`src/rtl/if_id_stage_pkg.sv`:
```
// Shared constants for the instruction-fetch stage.
//   ISIZE_DEF    : default instruction-address (PC) width
//   DSIZE_DEF    : default instruction width
//   QDEPTH_DEF   : default decoupling-queue depth
//   RESET_PC_DEF : first fetch address after reset
//   cnt_width()  : bits needed to hold an occupancy of 0..depth
package if_id_stage_pkg;

  localparam int ISIZE_DEF    = 16;
  localparam int DSIZE_DEF    = 16;
  localparam int QDEPTH_DEF   = 2;
  localparam int RESET_PC_DEF = 0;

  function automatic int cnt_width(input int depth);
    return $clog2(depth + 1);
  endfunction

endpackage

```
`src/rtl/if_id_stage_inst_fifo.sv`:
```
// inst_fifo: small synchronous FIFO that holds fetched {instruction, PC+1}.
// Ports:
//   clk, rst  : clock, asynchronous active-high reset
//   flush     : synchronous clear, wins over push and pop
//   push, din : enqueue din
//   pop       : dequeue head
//   head      : oldest entry (straight from storage, i.e. registered)
//   count     : occupancy 0..DEPTH
//   empty     : count == 0
module inst_fifo
  import if_id_stage_pkg::*;
#(
  parameter int WIDTH = 32,
  parameter int DEPTH = 2
) (
  input  logic                        clk,
  input  logic                        rst,
  input  logic                        flush,
  input  logic                        push,
  input  logic                        pop,
  input  logic [WIDTH-1:0]            din,
  output logic [WIDTH-1:0]            head,
  output logic [cnt_width(DEPTH)-1:0] count,
  output logic                        empty
);

  localparam int PW = $clog2(DEPTH);
  localparam int CW = cnt_width(DEPTH);

  logic [WIDTH-1:0] mem [DEPTH];
  logic [PW-1:0]    wr_ptr;
  logic [PW-1:0]    rd_ptr;
  logic             full;
  logic             do_push;
  logic             do_pop;

  assign empty   = (count == '0);
  assign full    = (count == CW'(DEPTH));
  // a push into a full queue is legal only when the head leaves in the same cycle
  assign do_push = push & (~full | pop);
  assign do_pop  = pop & ~empty;
  assign head    = mem[rd_ptr];

  always_ff @(posedge clk or posedge rst) begin
    if (rst) begin
      wr_ptr <= '0;
      rd_ptr <= '0;
      count  <= '0;
      for (int i = 0; i < DEPTH; i++) mem[i] <= '0;
    end else if (flush) begin
      wr_ptr <= '0;
      rd_ptr <= '0;
      count  <= '0;
    end else begin
      if (do_push) begin
        mem[wr_ptr] <= din;
        wr_ptr      <= wr_ptr + PW'(1);
      end
      if (do_pop) rd_ptr <= rd_ptr + PW'(1);
      count <= count + CW'(do_push) - CW'(do_pop);
    end
  end

endmodule

```
`src/rtl/if_id_stage.sv`:
```
// if_id_stage: fetch PC, instruction-memory request issue, and decoupling
// queue feeding decode under a valid/ready handshake.
// Ports:
//   clk, rst              : clock, asynchronous active-high reset
//   imem_req, imem_addr   : fetch request / word address (combinational)
//   imem_rdata            : instruction, valid the cycle after the request
//   id_ready              : decode accepts the head this cycle
//   redirect, redirect_pc : taken branch and its target; flushes wrong path
//   valid_out, inst_out, npc_out : registered queue head
module if_id_stage
  import if_id_stage_pkg::*;
#(
  parameter int               ISIZE    = ISIZE_DEF,
  parameter int               DSIZE    = DSIZE_DEF,
  parameter int               QDEPTH   = QDEPTH_DEF,
  parameter logic [ISIZE-1:0] RESET_PC = ISIZE'(RESET_PC_DEF)
) (
  input  logic             clk,
  input  logic             rst,
  output logic             imem_req,
  output logic [ISIZE-1:0] imem_addr,
  input  logic [DSIZE-1:0] imem_rdata,
  input  logic             id_ready,
  input  logic             redirect,
  input  logic [ISIZE-1:0] redirect_pc,
  output logic             valid_out,
  output logic [DSIZE-1:0] inst_out,
  output logic [ISIZE-1:0] npc_out
);

  localparam int CW = cnt_width(QDEPTH);

  logic [ISIZE-1:0] fpc;
  logic             infl;
  logic [ISIZE-1:0] infl_npc;
  logic [ISIZE-1:0] next_pc;
  logic [CW-1:0]    count;
  logic             empty;
  logic             deq;
  logic             enq;
  logic [CW:0]      occ;
  logic [CW:0]      limit;

  assign valid_out = ~empty;
  assign deq       = valid_out & id_ready & ~redirect;
  assign enq       = infl & ~redirect;

  // Issue while queued + in-flight - leaving stays below QDEPTH, written as
  // occ < QDEPTH + deq to avoid an unsigned subtraction. A redirect discards
  // everything, so the effective occupancy is zero and the request always goes.
  assign occ      = {1'b0, count} + (CW+1)'(infl);
  assign limit    = (CW+1)'(QDEPTH) + (CW+1)'(deq);
  assign imem_req = ~rst & (redirect | (occ < limit));

  assign imem_addr = redirect ? redirect_pc : fpc;
  assign next_pc   = imem_addr + ISIZE'(1);

  always_ff @(posedge clk or posedge rst) begin
    if (rst) begin
      fpc      <= RESET_PC;
      infl     <= 1'b0;
      infl_npc <= '0;
    end else if (imem_req) begin
      fpc      <= next_pc;
      infl     <= 1'b1;
      infl_npc <= next_pc;
    end else begin
      infl     <= 1'b0;
    end
  end

  inst_fifo #(
    .WIDTH (DSIZE + ISIZE),
    .DEPTH (QDEPTH)
  ) u_fifo (
    .clk   (clk),
    .rst   (rst),
    .flush (redirect),
    .push  (enq),
    .pop   (deq),
    .din   ({imem_rdata, infl_npc}),
    .head  ({inst_out, npc_out}),
    .count (count),
    .empty (empty)
  );

endmodule

```
`config.mk`:
```
export PLATFORM = sky130hd
export DESIGN_NAME = if_id_stage
export DESIGN_NICKNAME = d
export VERILOG_FILES = /design/src/rtl/if_id_stage_pkg.sv /design/src/rtl/if_id_stage_inst_fifo.sv /design/src/rtl/if_id_stage.sv
export SDC_FILE = /design/constraint.sdc
export NUM_CORES = 1
export LEC_CHECK = 0
export ABC_AREA = 1
export CORE_ASPECT_RATIO = 2
export CORE_MARGIN = 1.5
export CORE_UTILIZATION = 30
export CTS_CLUSTER_SIZE = 40
export DETAILED_ROUTE_END_ITERATION = 8
export HOLD_SLACK_MARGIN = 0.1
export MAX_ROUTING_LAYER = met4
export PLACE_DENSITY = 0.61
export SLEW_MARGIN = 20
export SYNTH_ARGS = -nofsm -noshare
export SYNTH_HDL_FRONTEND = slang
export SYNTH_SLANG_ARGS = --single-unit
```
`constraint.sdc`:
```
create_clock -name clk -period 7.3 [get_ports clk]
set_clock_uncertainty 0.05 [all_clocks]
set_input_delay 1.46 -clock clk [delete_from_list [all_inputs] [get_ports clk]]
set_output_delay 1.46 -clock clk [all_outputs]
set_load 0.005 [all_outputs]
```
; ---- Word level (Yosys, flattened, before mapping)
; Index checks and enable logic that the tools add are counted.
[word_totals]
reg_bits = 85
output_inout_bits = 50
elab_cells = 51
[op_classes]
muxes = 13
n_addsub = 7
n_eq_ne = 1
magnitude_cmp = 4
bitwise_logic = 14
reduce_logical = 5
[op_table]
columns = op, count
row1 = 32-bit 2-to-1 mux, 4
row2 = 64-bit bitwise mux, 1
row3 = 32-bit demux with 1-bit select, 1
row4 = 16-bit by 1-bit adder with 16-bit output (second input constant), 1
row5 = 16-bit 2-to-1 mux, 1
row6 = 1-bit bitwise AND, 6
row7 = 1-bit 2-to-1 mux, 5
row8 = 2-bit greater-or-equal comparator (second input constant), 2
row9 = 1-bit NOT, 4
row10 = 1-bit NOT with 2-bit output, 2
row11 = 2-bit nonzero test, 2
row12 = 2-bit by 1-bit adder with 3-bit output, 1
row13 = 2-bit by 1-bit adder with 3-bit output (first input constant), 1
row14 = 3-bit less-than comparator, 1
row15 = 1-bit adder (second input constant), 2
row16 = 2-bit by 1-bit adder with 2-bit output, 1
row17 = 2-bit equality test (second input constant), 1
row18 = 2-bit zero test, 1
row19 = 2-bit by 1-bit less-than comparator with 1-bit output (second input constant), 1
row20 = 2-bit 2-to-1 mux, 1
row21 = 1-bit OR, 2
row22 = 2-bit AND reduction, 1
row23 = 2-bit by 1-bit subtractor with 2-bit output, 1
row24 = 1-bit logical AND, 1

; ---- Logic depth before layout (Yosys ltp)
[depth]
depth_word = 9
ltp_mapped = 13

; ---- Cells and area by module
; Synthesis repeated with hierarchy kept, for this count alone.
[hier_totals]
cells_unflattened = 665
hier_area_um2 = 4936.0
[by_module_without_submodules]
columns = mod, seq_area_each_um2, cells_per_inst, n_inst, area_per_inst_um2
row1 = inst_fifo, 1701.6, 422, 1, 3367.0
row2 = if_id_stage, 425.4, 243, 1, 1569.0

; ---- Worst setup path after synthesis
; Ideal clock, no wire load.
[synth_timing]
path_type = input port to flip-flop
startpoint = in rst
endpoint = reg infl_npc[15]
stages = 5
path_slack_ns = 3.189
t_arrival_ns = 3.944
cell_sequence = inv_1 -> nand2_2 -> buf_2 -> nand2_1 -> nand2_1
[synth_via]
elab_chain_len = 2
[synth_lines]
columns = element, line_no
row1 = "start, declared", if_id_stage.sv:19  ; input logic rst,
row2 = 1-bit NOT, if_id_stage.sv:53  ; assign imem_req = ~rst & (redirect | (occ < limit));
row3 = 1-bit bitwise AND, if_id_stage.sv:53
row4 = "end signal, assigned", if_id_stage.sv:66  ; infl_npc <= next_pc;
row5 = "end, declared", if_id_stage.sv:35  ; logic [ISIZE-1:0] infl_npc;
; Every way passes these cells.
; A chain may end at the register's enable or synchronous reset.

; ---- Worst setup path after layout
[layout_timing]
startpoint = in redirect
endpoint = out imem_req
[layout_via]
elab_chain_len = 6
[layout_lines]
columns = element, line_no
row1 = "start, declared", if_id_stage.sv:24  ; input logic redirect,
row2 = 1-bit NOT (no source line), -
row3 = 1-bit bitwise AND, if_id_stage.sv:45  ; assign deq = valid_out & id_ready & ~redirect;
row4 = 2-bit by 1-bit adder with 3-bit output, if_id_stage.sv:52  ; assign limit = (CW+1)'(QDEPTH) + (CW+1)'(deq);
row5 = 3-bit less-than comparator, if_id_stage.sv:53
row6 = 1-bit OR (*), if_id_stage.sv:53
row7 = 1-bit bitwise AND (*), if_id_stage.sv:53
row8 = "end, declared", if_id_stage.sv:20  ; output logic imem_req,
; Every way passes the cells marked *; elsewhere a longest branch is shown, timed or not.

==> summary.json <==
{
  "maxUsedRoutingLayer": "met4",
  "run_status": "completed",
  "p_leak_uw": 0.00295,
  "worstSetupPathType": "in -> out",
  "drt_pre_antenna_iters": 4,
  "postSynthRegisterBits": 85,
  "grt_antenna_before_repair": 0,
  "timing.critical_path.to_type": "primary output",
  "synth_cell_type_count": 31,
  "clock_sinks": 85,
  "post_route_cells_drive_above_1_share_pct": 12.7,
  "vias": 3865,
  "tritoncts": "built",
  "max-clock-path-buffers": 2,
  "final_hold_viol_count": 0,
  "top_level_ports": 86,
  "crit_fanout": 38,
  "first_global_vias": 3687,
  "core.rowCount": 64,
  "vdd.ir_drop.worst_mv": 0.129,
  "holdCritPathClass": "reg -> reg",
  "cell_at_the_root_of_the_clock_tree": "clkbuf_16",
  "clkSlewWorstSetupHoldPaths_ns": 0.06,
  "postSynthAreaPerCell_sq_um": 7.71,
  "maxSlewViolCount": 0,
  "met2_length_microns": 6030,
  "die_y_microns": 179,
  "synthesized_area_sq_um": 4650,
  "finalNetCount": 719,
  "gp_routability_congestion": 0.845,
  "cts_inserted_buffers": 9,
  "grt_start_max_net_pins": 65,
  "global_route_wire_length_before_repair_microns": 18700,
  "gr-usage-all-layers_pct": 15.1,
  "worstPathArrival_ns": 3.48,
  "die_width_microns": 91.0,
  "powerDensity_nw_per_um2": 354,
  "setup_viol": 0,
  "max_slew.worst_pin.slew_ns": 0.780,
  "final_antenna_net_count": 0,
  "timing.setup.tns_ns": 0,
  "hpwlAfterDp_microns": 7950,
  "yosys_warnings": 0,
  "syn-instance-count": 603,
  "required_time_at_the_endpoint_of_the_critical_path_ns": 5.79,
  "worst_hold_slack_ns": 0.426,
  "ys_seq_area_share_pct": 45.8,
  "initial_core_utilization_pct": 30.6,
  "synthToLayoutAreaGrowth_pct": 27.7,
  "wl_met1_microns": 4720,
  "wl_met3_microns": 249,
  "placement.io_buffers": 85,
  "placedCellCount": 865,
  "post-route-period-util_pct": 68.3,
  "design.core.area_sq_um": 15200,
  "achievable_frequency_ghz": 0.201,
  "initialDrtViolationCount": 187,
  "crit_path_start_kind": "input port",
  "fill_cells": 1620,
  "post_cts_buffers": 0,
  "grt_remaining_overflow": 0,
  "vias_per_cell": 4.39,
  "power.total_uw": 2100,
  "cap_viol_max_count": 0,
  "cts_hold_repair.buffers": 0,
  "synth_nets": 644,
  "final_routed_wire_length_divided_by_cell_count_microns": 12.8,
  "cts_htree_levels": 3,
  "finalNonFillerCells": 881,
  "finalCriticalPeriod_ns": 4.99,
  "routed_wl_microns": 11200,
  "post_cts_resized": 0,
  "worst_slew_margin_rel_pct": 48.0,
  "clock_insertion_delay_worst_skew_ns": 0.33,
  "drc": 0,
  "die_area_sq_um": 16300,
  "antenna_cells": 0,
  "rsz_0062_raised_after_global_routing": "no"
}
-- cells in the mapped netlist --
master / count / area share, %
nand2_1: 264 / 21
dfrtp_1: 85 / 46
inv_1: 56 / 4.5
o21ai_0: 40 / 4.3
o21ai_2: 27 / 5.1
nand2_2: 16 / 2.2
nand3_1: 15 / 1.6
nor2_1: 15 / 1.2
o21ai_1: 14 / 1.5
clkbuf_1: 10 / 0.81
buf_6: 7 / 1.7
nand2_4: 6 / 1.5
nand4_1: 6 / 0.81
xor2_1: 6 / 1.1
buf_2: 5 / 0.54
ha_1: 5 / 1.3
nor2_2: 5 / 0.67
buf_8: 3 / 0.97
inv_2: 3 / 0.24
buf_4: 2 / 0.32
nand3_4: 2 / 0.75
nor2_4: 2 / 0.48
a21oi_1: 1 / 0.11
a21oi_2: 1 / 0.19
clkbuf_2: 1 / 0.11
clkinv_1: 1 / 0.081
inv_6: 1 / 0.19
o21a_1: 1 / 0.16
or2_0: 1 / 0.13
or2_1: 1 / 0.13
xnor2_1: 1 / 0.19
-- metal layers --
layer  vias to the layer above  track usage (%)
met5                         -                -
met1                      1761             16.9
li1                       2010                -
met3                        12             1.87
met2                        82             27.1
met4                         0             5.86
-- flip-flops by register name (all words and copies together), names as in the netlist --
register / count
u_fifo.mem: 64
infl_npc: 16
u_fifo.count: 2
infl: 1
u_fifo.rd_ptr: 1
u_fifo.wr_ptr: 1
-- critical path, stage by stage --
cell	delay [ns]
clkdlybuf4s50_1	0.40
buf_4	0.26
inv_6	0.23
nand4_1	0.11
nand2_1	0.07
nand2_1	0.08
a21oi_2	0.11
buf_4	0.21
clkdlybuf4s50_1	0.53
-- stage by stage --
stage | setup slack, ns | area (sq um) | util, %
finish | 2.31 | 5940 | 39.0
global route | 2.21 | 5940 | 39.0
CTS | 2.30 | 5930 | 39.0
detailed placement | 2.31 | 5610 | 36.9
global placement | 2.29 | 5590 | 36.7
floorplan | 3.19 | 4650 | -
-- where the power goes --
group	internal (uW)	switching (uW)	leakage (uW)
clock network	300	183	0.000156
registers	672	105	0.00107
logic	414	429	0.00173
total	1390	716	0.00295
-- worst paths after layout --
kind	from	endpoint	slack [ns]	cells after the start
worst max-delay path	redirect	imem_req	2.31	9
worst min-delay path	infl_npc[11]	infl_npc[11]	0.43	2
worst max register to register	u_fifo.count[0]	u_fifo.mem[61]	5.29	9
worst min register to register	infl_npc[11]	infl_npc[11]	0.43	2
max in group asynchronous	rst	u_fifo.mem[27]	5.01	4
min in group asynchronous	rst	infl_npc[9]	1.57	3
-- cells in the final DEF (no fill, tap or decap), types with 3 or more instances in the layout --
| master | Yosys | layout |
|---|---|---|
| nand3_1 | 15 | 15 |
| o21ai_1 | 14 | 14 |
| nor2_1 | 15 | 15 |
| inv_1 | 56 | 55 |
| xor2_1 | 6 | 6 |
| nor2_2 | 5 | 5 |
| inv_2 | 3 | 3 |
| nand4_1 | 6 | 6 |
| nand2_1 | 264 | 264 |
| clkdlybuf4s50_1 | 0 | 85 |
| ha_1 | 5 | 5 |
| nand2_2 | 16 | 15 |
| dfrtp_1 | 85 | 85 |
| o21ai_0 | 40 | 40 |
| buf_4 | 2 | 6 |
| clkinv_2 | 0 | 3 |
| o21ai_2 | 27 | 27 |
| clkbuf_16 | 0 | 9 |
| nand2_4 | 6 | 7 |
-- logic make-up (layout without fill, tap and decap cells) --
group,Yosys count,in the layout,share of synthesized area [%]
buffers and inverters,89,169,9.47
flip-flops,85,85,45.8
AO/OA/AOI/OAI,84,84,11.4
XOR/XNOR,7,7,1.32
adder cells (fa/ha/maj),5,5,1.35
AND/OR/NAND/NOR,333,333,30.7
-- final cells by class --
class / count / area [sq um] / share of cell area (%)
flip-flops and latches: 85 / 2130 / 35.8
multi-input cells: 429 / 2090 / 35.1
repair buffers: 92 / 923 / 15.6
well taps: 198 / 248 / 4.17
inverters: 61 / 235 / 3.96
clock buffers: 10 / 229 / 3.86
clock inverters: 6 / 87.6 / 1.48
Power figures use the tool's default switching activity.
